--- config.mk ---
export PLATFORM = sky130hd
export DESIGN_NAME = seg_scan_ctrl_flat
export DESIGN_NICKNAME = d
export VERILOG_FILES = /design/src/rtl/seg_scan_ctrl_if.sv /design/src/rtl/seg_scan_ctrl.sv /design/src/flat_wrapper.sv
export SDC_FILE = /design/constraint.sdc
export NUM_CORES = 1
export LEC_CHECK = 0
export ABC_CLOCK_PERIOD_IN_PS = 3900
export CAP_MARGIN = 20
export CORE_MARGIN = 2
export CORE_UTILIZATION = 57
export CTS_BUF_LIST = sky130_fd_sc_hd__clkbuf_8 sky130_fd_sc_hd__clkbuf_16
export DETAILED_ROUTE_END_ITERATION = 12
export PLACE_DENSITY = 0.83
export SYNTH_ARGS = -nofsm -noshare
export SYNTH_HDL_FRONTEND = slang
export SYNTH_SLANG_ARGS = --single-unit
--- constraint.sdc ---
create_clock -name clk -period 3.9 [get_ports clk]
set_input_delay 0.39 -clock clk [delete_from_list [all_inputs] [get_ports clk]]
set_output_delay 0.39 -clock clk [all_outputs]
set_load 0.1 [all_outputs]
--- src/rtl/seg_scan_ctrl_if.sv ---
// seg_scan_ctrl_if -- code-load handshake and display bus of the segment scanner.
//   code_in    : packed segment codes, 8 bits per digit, digit 0 in [7:0]
//   load_req   : level request to capture code_in (hold code_in stable while high)
//   load_ack   : one-cycle pulse when code_in lands in the shadow register
//   seg        : shared segment bus, active-high (bit7=a .. bit1=g, bit0=dp)
//   dig_sel    : digit enables, active-low
//   frame_done : one-cycle pulse on the last cycle of each scan frame
// modport slave  : the scan controller
// modport master : the code producer / display side
interface seg_scan_ctrl_if #(
  parameter int NUM_DIGITS = 3
);
  logic [8*NUM_DIGITS-1:0] code_in;
  logic                    load_req;
  logic                    load_ack;
  logic [7:0]              seg;
  logic [NUM_DIGITS-1:0]   dig_sel;
  logic                    frame_done;

  modport slave (
    input  code_in, load_req,
    output load_ack, seg, dig_sel, frame_done
  );

  modport master (
    output code_in, load_req,
    input  load_ack, seg, dig_sel, frame_done
  );
endinterface

--- src/rtl/seg_scan_ctrl.sv ---
// seg_scan_ctrl -- time-multiplexed seven-segment scan controller.
// Each digit slot is CLK_DIV cycles: BLANK_CYC cycles with all digits off,
// then the digit is shown. The displayed code lives in a shadow register that
// is reloaded only at a frame boundary, when load_req is high.
// Ports:
//   clk : rising-edge clock
//   rst : synchronous, active-low reset
//   bus : seg_scan_ctrl_if.slave (code_in/load_req in; load_ack/seg/dig_sel/frame_done out)
// Optional: define SEG_SCAN_LZ_SUPPRESS_EN to blank leading "0" digits
// (mask computed from code_in at capture time; digit 0 is never suppressed).
// All outputs are flops computed from internal state, so every output lags
// the internal counter/index/shadow by exactly one edge, consistently.
module seg_scan_ctrl #(
  parameter int NUM_DIGITS = 3,
  parameter int CLK_DIV    = 50000,
  parameter int BLANK_CYC  = 100
) (
  input  logic          clk,
  input  logic          rst,
  seg_scan_ctrl_if.slave bus
);
  localparam int CW = (CLK_DIV > 1) ? $clog2(CLK_DIV) : 1;
  localparam int IW = (NUM_DIGITS > 1) ? $clog2(NUM_DIGITS) : 1;

  localparam logic [0:0] ST_BLANK = 1'b0;
  localparam logic [0:0] ST_SHOW  = 1'b1;

  logic [CW-1:0]             cnt_q, cnt_d;
  logic [IW-1:0]             idx_q, idx_d;
  logic [0:0]                state_q, state_d;
  logic [8*NUM_DIGITS-1:0]   shadow_q, shadow_d;
  logic [7:0]                seg_q, seg_d;
  logic [NUM_DIGITS-1:0]     dig_sel_q, dig_sel_d;
  logic                      ack_q, ack_d;
  logic                      frame_q, frame_d;
  logic [NUM_DIGITS-1:0]     supp;

  logic slot_end;
  logic boundary;

  assign slot_end = (cnt_q == CW'(CLK_DIV - 1));
  assign boundary = slot_end && (idx_q == IW'(NUM_DIGITS - 1));

`ifdef SEG_SCAN_LZ_SUPPRESS_EN
  logic [NUM_DIGITS-1:0] mask_q, mask_d;
  logic [NUM_DIGITS-1:0] mask_new;

  // Walk from the most significant digit down: a "0" digit is suppressed
  // only while everything above it is "0" or blank.
  always_comb begin
    logic above_ok;
    mask_new = '0;
    above_ok = 1'b1;
    for (int k = NUM_DIGITS - 1; k >= 1; k--) begin
      mask_new[k] = above_ok && (bus.code_in[8*k +: 8] == 8'hFC);
      above_ok    = above_ok && ((bus.code_in[8*k +: 8] == 8'hFC) ||
                                 (bus.code_in[8*k +: 8] == 8'h00));
    end
  end

  always_comb begin
    mask_d = mask_q;
    if (boundary && bus.load_req) mask_d = mask_new;
  end

  assign supp = mask_q;

  always_ff @(posedge clk) begin
    if (!rst) mask_q <= '0;
    else      mask_q <= mask_d;
  end
`else
  assign supp = '0;
`endif

  // Slot counter, digit index and phase.
  always_comb begin
    cnt_d   = slot_end ? '0 : cnt_q + 1'b1;
    idx_d   = idx_q;
    if (slot_end) idx_d = (idx_q == IW'(NUM_DIGITS - 1)) ? '0 : idx_q + 1'b1;
    state_d = state_q;
    if (cnt_d == '0)               state_d = ST_BLANK;
    else if (cnt_d == CW'(BLANK_CYC)) state_d = ST_SHOW;
  end

  // Frame boundary handshake: capture and ack in the same cycle.
  always_comb begin
    frame_d  = boundary;
    ack_d    = boundary && bus.load_req;
    shadow_d = ack_d ? bus.code_in : shadow_q;
  end

  // Output decode from the current (pre-edge) state.
  always_comb begin
    seg_d     = 8'h00;
    dig_sel_d = '1;
    if (state_q == ST_SHOW) begin
      for (int k = 0; k < NUM_DIGITS; k++) begin
        if (idx_q == IW'(k) && !supp[k]) begin
          dig_sel_d[k] = 1'b0;
          seg_d        = shadow_q[8*k +: 8];
        end
      end
    end
  end

  always_ff @(posedge clk) begin
    if (!rst) begin
      cnt_q     <= '0;
      idx_q     <= '0;
      state_q   <= ST_BLANK;
      shadow_q  <= '0;
      seg_q     <= 8'h00;
      dig_sel_q <= '1;
      ack_q     <= 1'b0;
      frame_q   <= 1'b0;
    end else begin
      cnt_q     <= cnt_d;
      idx_q     <= idx_d;
      state_q   <= state_d;
      shadow_q  <= shadow_d;
      seg_q     <= seg_d;
      dig_sel_q <= dig_sel_d;
      ack_q     <= ack_d;
      frame_q   <= frame_d;
    end
  end

  assign bus.seg        = seg_q;
  assign bus.dig_sel    = dig_sel_q;
  assign bus.load_ack   = ack_q;
  assign bus.frame_done = frame_q;
endmodule
--- src/flat_wrapper.sv ---
// flat-port wrapper written by rule: the top's interface ports become plain ports
module seg_scan_ctrl_flat 
#(
  parameter int NUM_DIGITS = 3,
  parameter int CLK_DIV    = 50000,
  parameter int BLANK_CYC  = 100
)
  (clk, rst, bus_code_in, bus_load_req, bus_load_ack, bus_seg, bus_dig_sel, bus_frame_done);
  seg_scan_ctrl_if #(.NUM_DIGITS(NUM_DIGITS)) bus_i ();
  input  logic clk;
  input  logic rst;
  input wire logic [$bits(bus_i.code_in)-1:0] bus_code_in;
  input wire logic [$bits(bus_i.load_req)-1:0] bus_load_req;
  output wire logic [$bits(bus_i.load_ack)-1:0] bus_load_ack;
  output wire logic [$bits(bus_i.seg)-1:0] bus_seg;
  output wire logic [$bits(bus_i.dig_sel)-1:0] bus_dig_sel;
  output wire logic [$bits(bus_i.frame_done)-1:0] bus_frame_done;
  assign bus_i.code_in = bus_code_in;
  assign bus_i.load_req = bus_load_req;
  assign bus_load_ack = bus_i.load_ack;
  assign bus_seg = bus_i.seg;
  assign bus_dig_sel = bus_i.dig_sel;
  assign bus_frame_done = bus_i.frame_done;
  seg_scan_ctrl #(.NUM_DIGITS(NUM_DIGITS), .CLK_DIV(CLK_DIV), .BLANK_CYC(BLANK_CYC)) u_core (.clk(clk), .rst(rst), .bus(bus_i));
endmodule
## After elaboration in Yosys (flattened, before gate mapping)

Cells that the tools add are included.
W data, S select, Z words.

| word-level totals | value |
|---|---|
| word-level logic and storage cells | 29 |
| register bits after elaboration | 56 |

| operators by class | value |
|---|---|
| bitwise gates (word level) | 1 |
| mux-type cells | 8 |
| reductions and logical operators | 6 |
| equality and inequality tests | 4 |
| $add $sub $neg | 2 |

Operator list:

| operator | count |
|---|---|
| $mux W8 | 3 |
| $add A16 B1 Y16 const B | 1 |
| $eq A16 B16 Y1 const B | 1 |
| $eq A16 B7 Y1 const B | 1 |
| $logic_not A16 Y1 | 1 |
| $mux W16 | 1 |
| $mux W1 | 3 |
| $add A2 B1 Y2 const B | 1 |
| $eq A2 B1 Y1 const B | 1 |
| $eq A2 B2 Y1 const B | 1 |
| $logic_and A1 B1 Y1 | 2 |
| $logic_not A2 Y1 | 1 |
| $mux W2 | 1 |
| $reduce_and A2 Y1 | 1 |
| $reduce_or A2 Y1 | 1 |
| $not A1 Y1 | 1 |

## Longest topological paths before layout

Gate-level depths: netlist of run 1.

| logic depth | value |
|---|---|
| depth after elaboration | 4 |
| mapped depth | 9 |
| mapped depth without buffers | 7 |

## Worst setup path before layout of run 1

OpenSTA, ideal clock, no wires.

| timing | value |
|---|---|
| kind | reg-to-reg |
| start | register u_core.cnt_q[1] |
| end | register u_core.shadow_q[10] |
| required time | 3.783 ns |
| arrival time | 1.942 ns |
| path buffers | 2 |
| cell stages (with the launch flop) | 10 |
| library setup time | 0.117 ns |
| path slack | 1.842 ns |
| cells stage by stage | dfxtp_1 -> ha_1 -> and3_1 -> buf_2 -> nand4_1 -> nor3b_4 -> nand2_1 -> buf_2 -> nand2_1 -> a21boi_1 |

| between the ends | value |
|---|---|
| cells in the longest elaborated chain, start to end | 3 |

RTL lines:

| item | RTL line | RTL |
|---|---|---|
| from (decl) | seg_scan_ctrl.sv:28 | `logic [CW-1:0] cnt_q, cnt_d;` |
| from (signal assigned) | seg_scan_ctrl.sv:118 | `cnt_q <= cnt_d;` |
| $eq A16 B16 Y1 | seg_scan_ctrl.sv:41 | `assign slot_end = (cnt_q == CW'(CLK_DIV - 1));` |
| $logic_and A1 B1 Y1 | seg_scan_ctrl.sv:42 | `assign boundary = slot_end && (idx_q == IW'(NUM_DIGITS - 1));` |
| $logic_and A1 B1 Y1 | seg_scan_ctrl.sv:89 | `ack_d = boundary && bus.load_req;` |
| to (signal assigned) | seg_scan_ctrl.sv:121 | `shadow_q <= shadow_d;` |
| to (decl) | seg_scan_ctrl.sv:31 | `logic [8*NUM_DIGITS-1:0] shadow_q, shadow_d;` |

Every way passes these cells.
A chain may end at the register's enable or synchronous reset.

## Worst setup path in the final report of run 1

| timing | value |
|---|---|
| start | register u_core.cnt_q[1] |
| end | register u_core.shadow_q[18] |

The elaborated chain is that of the path after synthesis.

==> results of run 1 <==
==> power breakdown <==
part           internal, mW  total [mW]  switching (mW)
clock network         0.185       0.363           0.178
logic                0.0320      0.0508          0.0188
registers             0.574       0.578         0.00379
total                 0.790       0.991           0.201
==> through the flow <==
stage          total power, mW  std cells  util, %  worst slack (ns)  hold WS, ns
6_report                0.9913        358    72.05            0.9360       0.4578
3_3_place_gp            0.6409        352    69.63             1.192       0.4285
2_1_floorplan           0.6107        283        -             1.842       0.4072
4_1_cts                 0.9929        358    72.05             1.003       0.4586
3_5_place_dp            0.6413        352    69.63             1.057       0.4367
5_1_grt                  1.022        358    72.05            0.7206       0.4842
==> layout by cell type (no fill, tap or decap), drive strengths merged, types with 3 or more instances in the layout <==
cell and count:
nor2b 4, inv 3, xnor2 5, a21boi 25, xor2 10, nand3 33, clkbuf 5, nand4 7
nor2 21, a21oi 3, o22a 8, dfxtp 56, and2 6, nand2 40, and4 3, clkdlybuf4s50 39
mux2i 8, and3 5
==> routing by layer <==
layer	global-route usage [%]	up-vias	wire length [µm]
met5	0	-	0
met4	6.410	0	64
met3	5.195	7	261
met2	33.97	53	2254
met1	32.39	949	2583
li1	-	1034	-
==> final cells by class <==
| type | instances | area share (%) |
|---|---|---|
| Clock buffer | 5 | 2.337 |
| Clock inverter | 1 | 1.020 |
| Inverter | 3 | 0.3825 |
| Multi-Input combinational cell | 202 | 42.29 |
| Sequential cell | 56 | 38.08 |
| Tap cell | 50 | 2.125 |
| Timing Repair Buffer | 41 | 13.77 |
==> sequential cells by signal, indices dropped and copies added, names as in the netlist <==
register               cells
u_core.bus.dig_sel         3
u_core.bus.frame_done      1
u_core.bus.load_ack        1
u_core.bus.seg             8
u_core.cnt_q              16
u_core.idx_q               2
u_core.shadow_q           24
u_core.state_q             1
==> worst max-delay path, stage by stage, from the launching register on <==
cell and delay (ns):
dfxtp_1 0.41, ha_1 0.24, and3_1 0.38, nand4_1 0.36
nor3b_4 0.27, buf_4 0.31, nand2_1 0.52, nand2_1 0.26
a21boi_1 0.09
==> Yosys cell counts, types with 3 or more instances <==
cell / count / area (µm²)
and3_1: 5 / 31.28
dfxtp_1: 56 / 1121
nand4_1: 7 / 43.79
nand3_1: 33 / 165.2
mux2i_1: 8 / 80.08
buf_2: 7 / 35.03
inv_1: 3 / 11.26
xor2_1: 10 / 87.58
and4_1: 3 / 26.28
a21boi_1: 20 / 150.1
and2_1: 6 / 37.54
nor2_1: 21 / 78.83
nand2_1: 40 / 150.1
nor2b_1: 4 / 25.02
a21oi_1: 3 / 15.01
o22a_1: 8 / 70.07
clkbuf_1: 13 / 48.80
a21boi_0: 5 / 37.54
xnor2_1: 5 / 43.79
==> path summary, 6_finish.rpt <==
| check | start | endpoint | slack [ns] |
|---|---|---|---|
| max | u_core.cnt_q[1] | u_core.shadow_q[18] | 0.94 |
| min | u_core.shadow_q[8] | u_core.shadow_q[8] | 0.46 |
| max reg2reg | u_core.cnt_q[1] | u_core.shadow_q[18] | 0.94 |
| min reg2reg | u_core.shadow_q[8] | u_core.shadow_q[8] | 0.46 |
==> kinds of logic after synthesis <==
family                   count (synthesis)  synth area share [%]
flip-flops                              56                 45.28
XOR/XNOR                                15                 5.305
AND/OR/NAND/NOR                        130                 26.48
AO/OA/AOI/OAI                           48                 14.76
adder cells (fa/ha/maj)                  1                0.5052
multiplexers                             8                 3.234
buffers and inverters                   25                 4.446
==> impl_table.tex, run 1 <==
\begin{tabular}{lr}
\hline
Metric & Value \\
\hline
\multicolumn{2}{l}{\textbf{Outcome}} \\
\quad Status & finished clean \\
\multicolumn{2}{l}{\textbf{Worst setup path}} \\
\quad Worst Path Max Fanout & 27 \\
\quad Crit start category & flop \\
\quad Arrival time at the worst endpoint & 3.17 ns \\
\quad Classification of the worst setup path & flop to flop \\
\quad CP Data Required Time & 4.10 ns \\
\quad CP Capture Type & flop \\
\quad Depth of the worst register-to-register path & 8 \\
\multicolumn{2}{l}{\textbf{Finish}} \\
\quad Final net count & 337 \\
\quad Share of post-route cells with drive strength above 1 & 3.247\% \\
\quad Area overhead of the layout relative to synthesis & 18.90\% \\
\quad N\_diodes & 0 \\
\quad Multi-input logic area & 0.001245 mm² \\
\quad Fill cell count & 338 \\
\quad Area of all sequential standard cells & 0.001121 mm² \\
\quad Final non-filler cell area & 0.002944 mm² \\
\multicolumn{2}{l}{\textbf{Routing}} \\
\quad Initial DRC Count & 164 \\
\quad Via count normalized by instance count & 5.707 \\
\quad Overall via count from detail\_route & 2043 \\
\quad Total wire length after detailed routing & 5164 µm \\
\quad DRC violations left & 0 \\
\quad Antenna viol nets, final & 0 \\
\quad 1st-pass router iterations & 4 \\
\quad Routed length per placed instance & 14.42 µm \\
\multicolumn{2}{l}{\textbf{Logic synthesis}} \\
\quad Most used flip-flop cell after synthesis & dfxtp\_1 \\
\quad Number of register bits inferred by synthesis & 56 \\
\quad Share of synthesized area occupied by flip-flops and latches & 45.28\% \\
\quad Post-synth EDFFs & 0 \\
\quad Post-Synthesis Net Count & 311 \\
\quad Cell area after synthesis & 0.002476 mm² \\
\quad Number of warnings issued by yosys & 0 \\
\quad Count of mapped cells out of synthesis & 283 \\
\quad Post-synthesis cell type count & 40 \\
\quad Async SR Flop Fraction & 0\% \\
\quad Synthesized area per cell & 8.750 µm² \\
\multicolumn{2}{l}{\textbf{STA}} \\
\quad Max-slew headroom at the worst pin & 33.90\% \\
\quad Slew at the pin with the worst max-slew slack & 0.9884 ns \\
\quad Final critical-path required period & 2.964 ns \\
\quad Number of hold-slack violations in the final timing report & 0 \\
\quad RSZ-0062 raised after global routing & false \\
\quad Final critical-path share of the clock period & 76.00\% \\
\quad Total Neg Setup Slack & 0 ns \\
\quad Clock Skews & 0.007516 ns \\
\quad Fmax & 337.4 MHz \\
\quad Count of final setup violators & 0 \\
\quad Max Slew Vio Count & 0 \\
\multicolumn{2}{l}{\textbf{Die}} \\
\quad Die extent in x & 69.91 µm \\
\quad Core Footprint & 0.004086 mm² \\
\quad Die outline height & 69.91 µm \\
\quad I/O pin total & 40 \\
\quad Die outline area & 0.004887 mm² \\
\quad \# rows & 23 \\
\quad Starting density of the core & 60.59\% \\
\multicolumn{2}{l}{\textbf{Pwr}} \\
\quad Leakage Power & 0.9903 nW \\
\quad Power per cell area & 336.7 mW/mm² \\
\quad Peak VDD IR & 0.0002127 V \\
\multicolumn{2}{l}{\textbf{Global routing}} \\
\quad Total congestion overflow & 0 \\
\quad Number of global-route vias before repair & 1919 \\
\quad Number of antenna violations at the first check in global routing & 0 \\
\quad First-pass GRT wire length & 8894 µm \\
\quad Total Routing Usage GR & 22.55\% \\
\quad Maximum number of pins on one net before global-route repair & 39 \\
\multicolumn{2}{l}{\textbf{CTS}} \\
\quad Root Buffer & clkbuf\_8 \\
\quad Post-CTS repair timing setup buffer count & 0 \\
\quad Clk\_lat worst skew & 0.31 ns \\
\quad H-tree levels & 2 \\
\quad Number of buffers added by the clock tree synthesis step & 5 \\
\quad Maximum buffer depth of the clock tree & 2 \\
\quad Clock slew at reported path FFs & 0.09 ns \\
\quad Clock sink count & 56 \\
\quad Number of cells upsized or downsized after cts & 0 \\
\quad Cts hold-fix bufs & 0 \\
\quad TritonCTS clock tree & yes \\
\multicolumn{2}{l}{\textbf{Placed design}} \\
\quad Post-DP HPWL & 3401 µm \\
\quad Placed Instance Area & 0.002845 mm² \\
\quad Final estimated routing congestion in global placement & 0.8612 \\
\quad Port buffer count & 39 \\
\multicolumn{2}{l}{\textbf{Min path}} \\
\quad Class of the most critical hold timing path & flop to flop \\
\quad Worst Hold Path Cells & 2 \\
\multicolumn{2}{l}{\textbf{Job}} \\
\quad Number of violations of the max-capacitance limit & 0 \\
\hline
\end{tabular}
Note: power is estimated with default switching activity, not from simulation.
==> inputs of run 2 (changes only) <==
- ABC_CLOCK_PERIOD_IN_PS: 3900 -> 2810
- CORE_UTILIZATION: 57 -> 53
- PLACE_DENSITY: 0.83 -> 0.78
- clock period: 3.9 -> 2.81 ns (I/O delays scaled with it)
==> impl_table.tex, run 2 (synthesized netlist as in run 1, its figures left out) <==
\begin{tabular}{lr}
\hline
Metric & Value \\
\hline
\multicolumn{2}{l}{\textbf{Outcome}} \\
\quad Status & finished clean \\
\multicolumn{2}{l}{\textbf{Pwr}} \\
\quad Leakage Power & 1.030 nW (+4.0\%) \\
\quad Peak VDD IR & 0.0002401 V (+13\%) \\
\quad Power per cell area & 466.0 mW/mm² (+38\%) \\
\multicolumn{2}{l}{\textbf{CTS}} \\
\quad H-tree levels & 2 (unchanged) \\
\quad Number of cells upsized or downsized after cts & 0 (unchanged) \\
\quad TritonCTS clock tree & yes \\
\quad Clock slew at reported path FFs & 0.09 ns (about the same) \\
\quad Clk\_lat worst skew & 0.31 ns (about the same) \\
\quad Number of buffers added by the clock tree synthesis step & 5 (unchanged) \\
\quad Cts hold-fix bufs & 0 (unchanged) \\
\quad Maximum buffer depth of the clock tree & 2 (unchanged) \\
\quad Post-CTS repair timing setup buffer count & 0 (unchanged) \\
\quad Clock sink count & 56 (unchanged) \\
\quad Root Buffer & clkbuf\_8 \\
\multicolumn{2}{l}{\textbf{Placed design}} \\
\quad Final estimated routing congestion in global placement & 0.8877 (+3.1\%) \\
\quad Post-DP HPWL & 3578 µm (+5.2\%) \\
\quad Pre-CTS setup slack & 0.6085 ns (-0.4486 ns) \\
\quad Port buffer count & 39 (unchanged) \\
\multicolumn{2}{l}{\textbf{Worst setup path}} \\
\quad Arrival time at the worst endpoint & 2.46 ns (-0.71 ns) \\
\quad Worst reg2reg path endpoint & u\_core.state\_q \\
\quad CP Data Required Time & 3.02 ns (-1.08 ns) \\
\quad Worst Path Max Fanout & 8 (-70\%) \\
\quad Reg2Reg Launch Point & u\_core.cnt\_q[0] \\
\quad Depth of the worst register-to-register path & 7 (-1) \\
\quad CP Launch Point & u\_core.cnt\_q[0] \\
\quad Critical-path cell with the highest stage delay & or4\_1 \\
\quad CP Capture Type & flop \\
\quad CP Cell Sequence & ha\_1, and3\_1, nand3\_1, xor2\_1, a41oi\_1, or4\_1, o211a\_1 \\
\quad Crit start category & flop \\
\quad Classification of the worst setup path & flop to flop \\
\quad Delay of the slowest cell on the worst path & 0.49 ns (-0.03 ns) \\
\quad Reg-to-reg setup timing slack & 0.56 ns (-0.38 ns) \\
\multicolumn{2}{l}{\textbf{Routing}} \\
\quad Total wire length after detailed routing & 5219 µm (+1.1\%) \\
\quad 1st-pass router iterations & 4 (unchanged) \\
\quad Via count normalized by instance count & 5.640 (-1.2\%) \\
\quad Routed length per placed instance & 14.34 µm (-0.60\%) \\
\quad Initial DRC Count & 169 (+3.0\%) \\
\quad DRC violations left & 0 (unchanged) \\
\quad Overall via count from detail\_route & 2053 (+0.49\%) \\
\quad Antenna viol nets, final & 0 (unchanged) \\
\multicolumn{2}{l}{\textbf{Finish}} \\
\quad Area overhead of the layout relative to synthesis & 18.90\% (unchanged) \\
\quad Max FFs per register & 24 (unchanged) \\
\quad Fill cell count & 361 (+6.8\%) \\
\quad Final net count & 341 (+1.2\%) \\
\quad Share of post-route cells with drive strength above 1 & 8.654\% (+5.4 points) \\
\quad Most used cells in the layout excluding fill and tap cells & dfxtp\_1 (56), nand2\_1 (40), nand3\_1 (33), clkdlybuf4s50\_1 (26), nor2\_1 (21) \\
\quad Multi-input logic area & 0.001245 mm² (unchanged) \\
\quad Most frequent standard cell in the layout excluding fill and tap cells & dfxtp\_1 \\
\quad N\_diodes & 0 (unchanged) \\
\quad Register bank with the most flops & u\_core.shadow\_q \\
\quad Area of all sequential standard cells & 0.001121 mm² (unchanged) \\
\multicolumn{2}{l}{\textbf{Global routing}} \\
\quad Total congestion overflow & 0 (unchanged) \\
\quad Maximum number of pins on one net before global-route repair & 25 (-36\%) \\
\quad Total Routing Usage GR & 21.76\% (-0.79 points) \\
\quad First-pass GRT wire length & 8859 µm (-0.39\%) \\
\quad Number of global-route vias before repair & 1854 (-3.4\%) \\
\quad Number of antenna violations at the first check in global routing & 0 (unchanged) \\
\multicolumn{2}{l}{\textbf{Die}} \\
\quad Die extent in x & 72.35 µm (+3.5\%) \\
\quad Core Footprint & 0.004414 mm² (+8.0\%) \\
\quad Die outline area & 0.005235 mm² (+7.1\%) \\
\quad Starting density of the core & 56.09\% (-4.5 points) \\
\quad Die outline height & 72.35 µm (+3.5\%) \\
\quad \# rows & 24 (+4.3\%) \\
\quad I/O pin total & 40 (unchanged) \\
\multicolumn{2}{l}{\textbf{Min path}} \\
\quad Hold Path End & u\_core.shadow\_q[23] \\
\quad Worst hold path startpoint & u\_core.shadow\_q[23] \\
\quad Class of the most critical hold timing path & flop to flop \\
\quad Worst Hold Path Cells & 2 (unchanged) \\
\multicolumn{2}{l}{\textbf{STA}} \\
\quad Slew at the pin with the worst max-slew slack & 0.8111 ns (-0.1773 ns) \\
\quad Clock Skews & 0.009885 ns (+0.002369 ns) \\
\quad Max Slew Vio Count & 0 (unchanged) \\
\quad Count of final setup violators & 0 (unchanged) \\
\quad Total Neg Setup Slack & 0 ns (unchanged) \\
\quad Max-slew headroom at the worst pin & 45.85\% (+12 points) \\
\quad Fmax & 444.5 MHz (+32\%) \\
\quad Final setup slack of the worst path & 0.5603 ns (-0.3757 ns) \\
\quad Final critical-path share of the clock period & 80.06\% (+4.1 points) \\
\quad Final critical-path required period & 2.250 ns (-0.7143 ns) \\
\quad RSZ-0062 raised after global routing & false \\
\quad Number of hold-slack violations in the final timing report & 0 (unchanged) \\
\multicolumn{2}{l}{\textbf{Job}} \\
\quad Number of violations of the max-capacitance limit & 0 (unchanged) \\
\hline
\end{tabular}
## run 2: cell types whose count changed in the layout (fill, tap and decap cells not counted), sizes merged
| cell | before | now |
|---|---|---|
| clkdlybuf4s50 | 39 | 26 |
| buf | 2 | 19 |
## run 2: through the flow
stage	std cells	cell area, µm²	hold WS [ns]	power, mW	util (%)
final	364	2944	0.4565	1.372	66.70
after global routing	364	2944	0.4852	1.403	66.70
after CTS	364	2944	0.4613	1.375	66.70
after detailed placement	358	2845	0.4406	0.8937	64.46
after global placement	358	2845	0.4348	0.8934	64.46
after floorplan	283	2476	0.4072	0.8476	-
## run 2: routing by layer
metal / vias to the layer above / routed length, µm / global-route usage (%)
met5: - / 0 / 0
met4: 0 / 78 / 7.547
met3: 10 / 276 / 4.861
met2: 62 / 2132 / 30.07
met1: 940 / 2731 / 33.01
li1: 1041 / - / -
## run 2: worst max path at each step
stage / cells after the start / to / slack [ns]
2_1_floorplan: 9 / u_core.shadow_q[10] / 0.75
3_3_place_gp: 7 / u_core.state_q / 0.63
3_5_place_dp: 7 / u_core.state_q / 0.61
4_1_cts: 7 / u_core.state_q / 0.58
5_1_grt: 8 / u_core.shadow_q[1] / 0.30
6_report: 7 / u_core.state_q / 0.56
## run 2: final cells by class
cell class	instances	area share [%]
tap	52	2.210
timing repair buffer	45	13.68
multi-input combinational	202	42.29
inverter	3	0.3825
sequential	56	38.08
clock inverter	1	1.020
clock buffer	5	2.337
## run 2: power breakdown
part	switching, mW	internal, mW	total [mW]
registers	0.00518	0.796	0.802
logic	0.0289	0.0454	0.0742
clock network	0.240	0.256	0.496
## run 2: critical path, delay by kind of cell, from the launching register on
family          cells  cell delay [ns]
simple gates        3             0.97
fa+ha+maj           1             0.24
xor+xnor            1             0.21
compound gates      2             0.31
flops               1             0.42
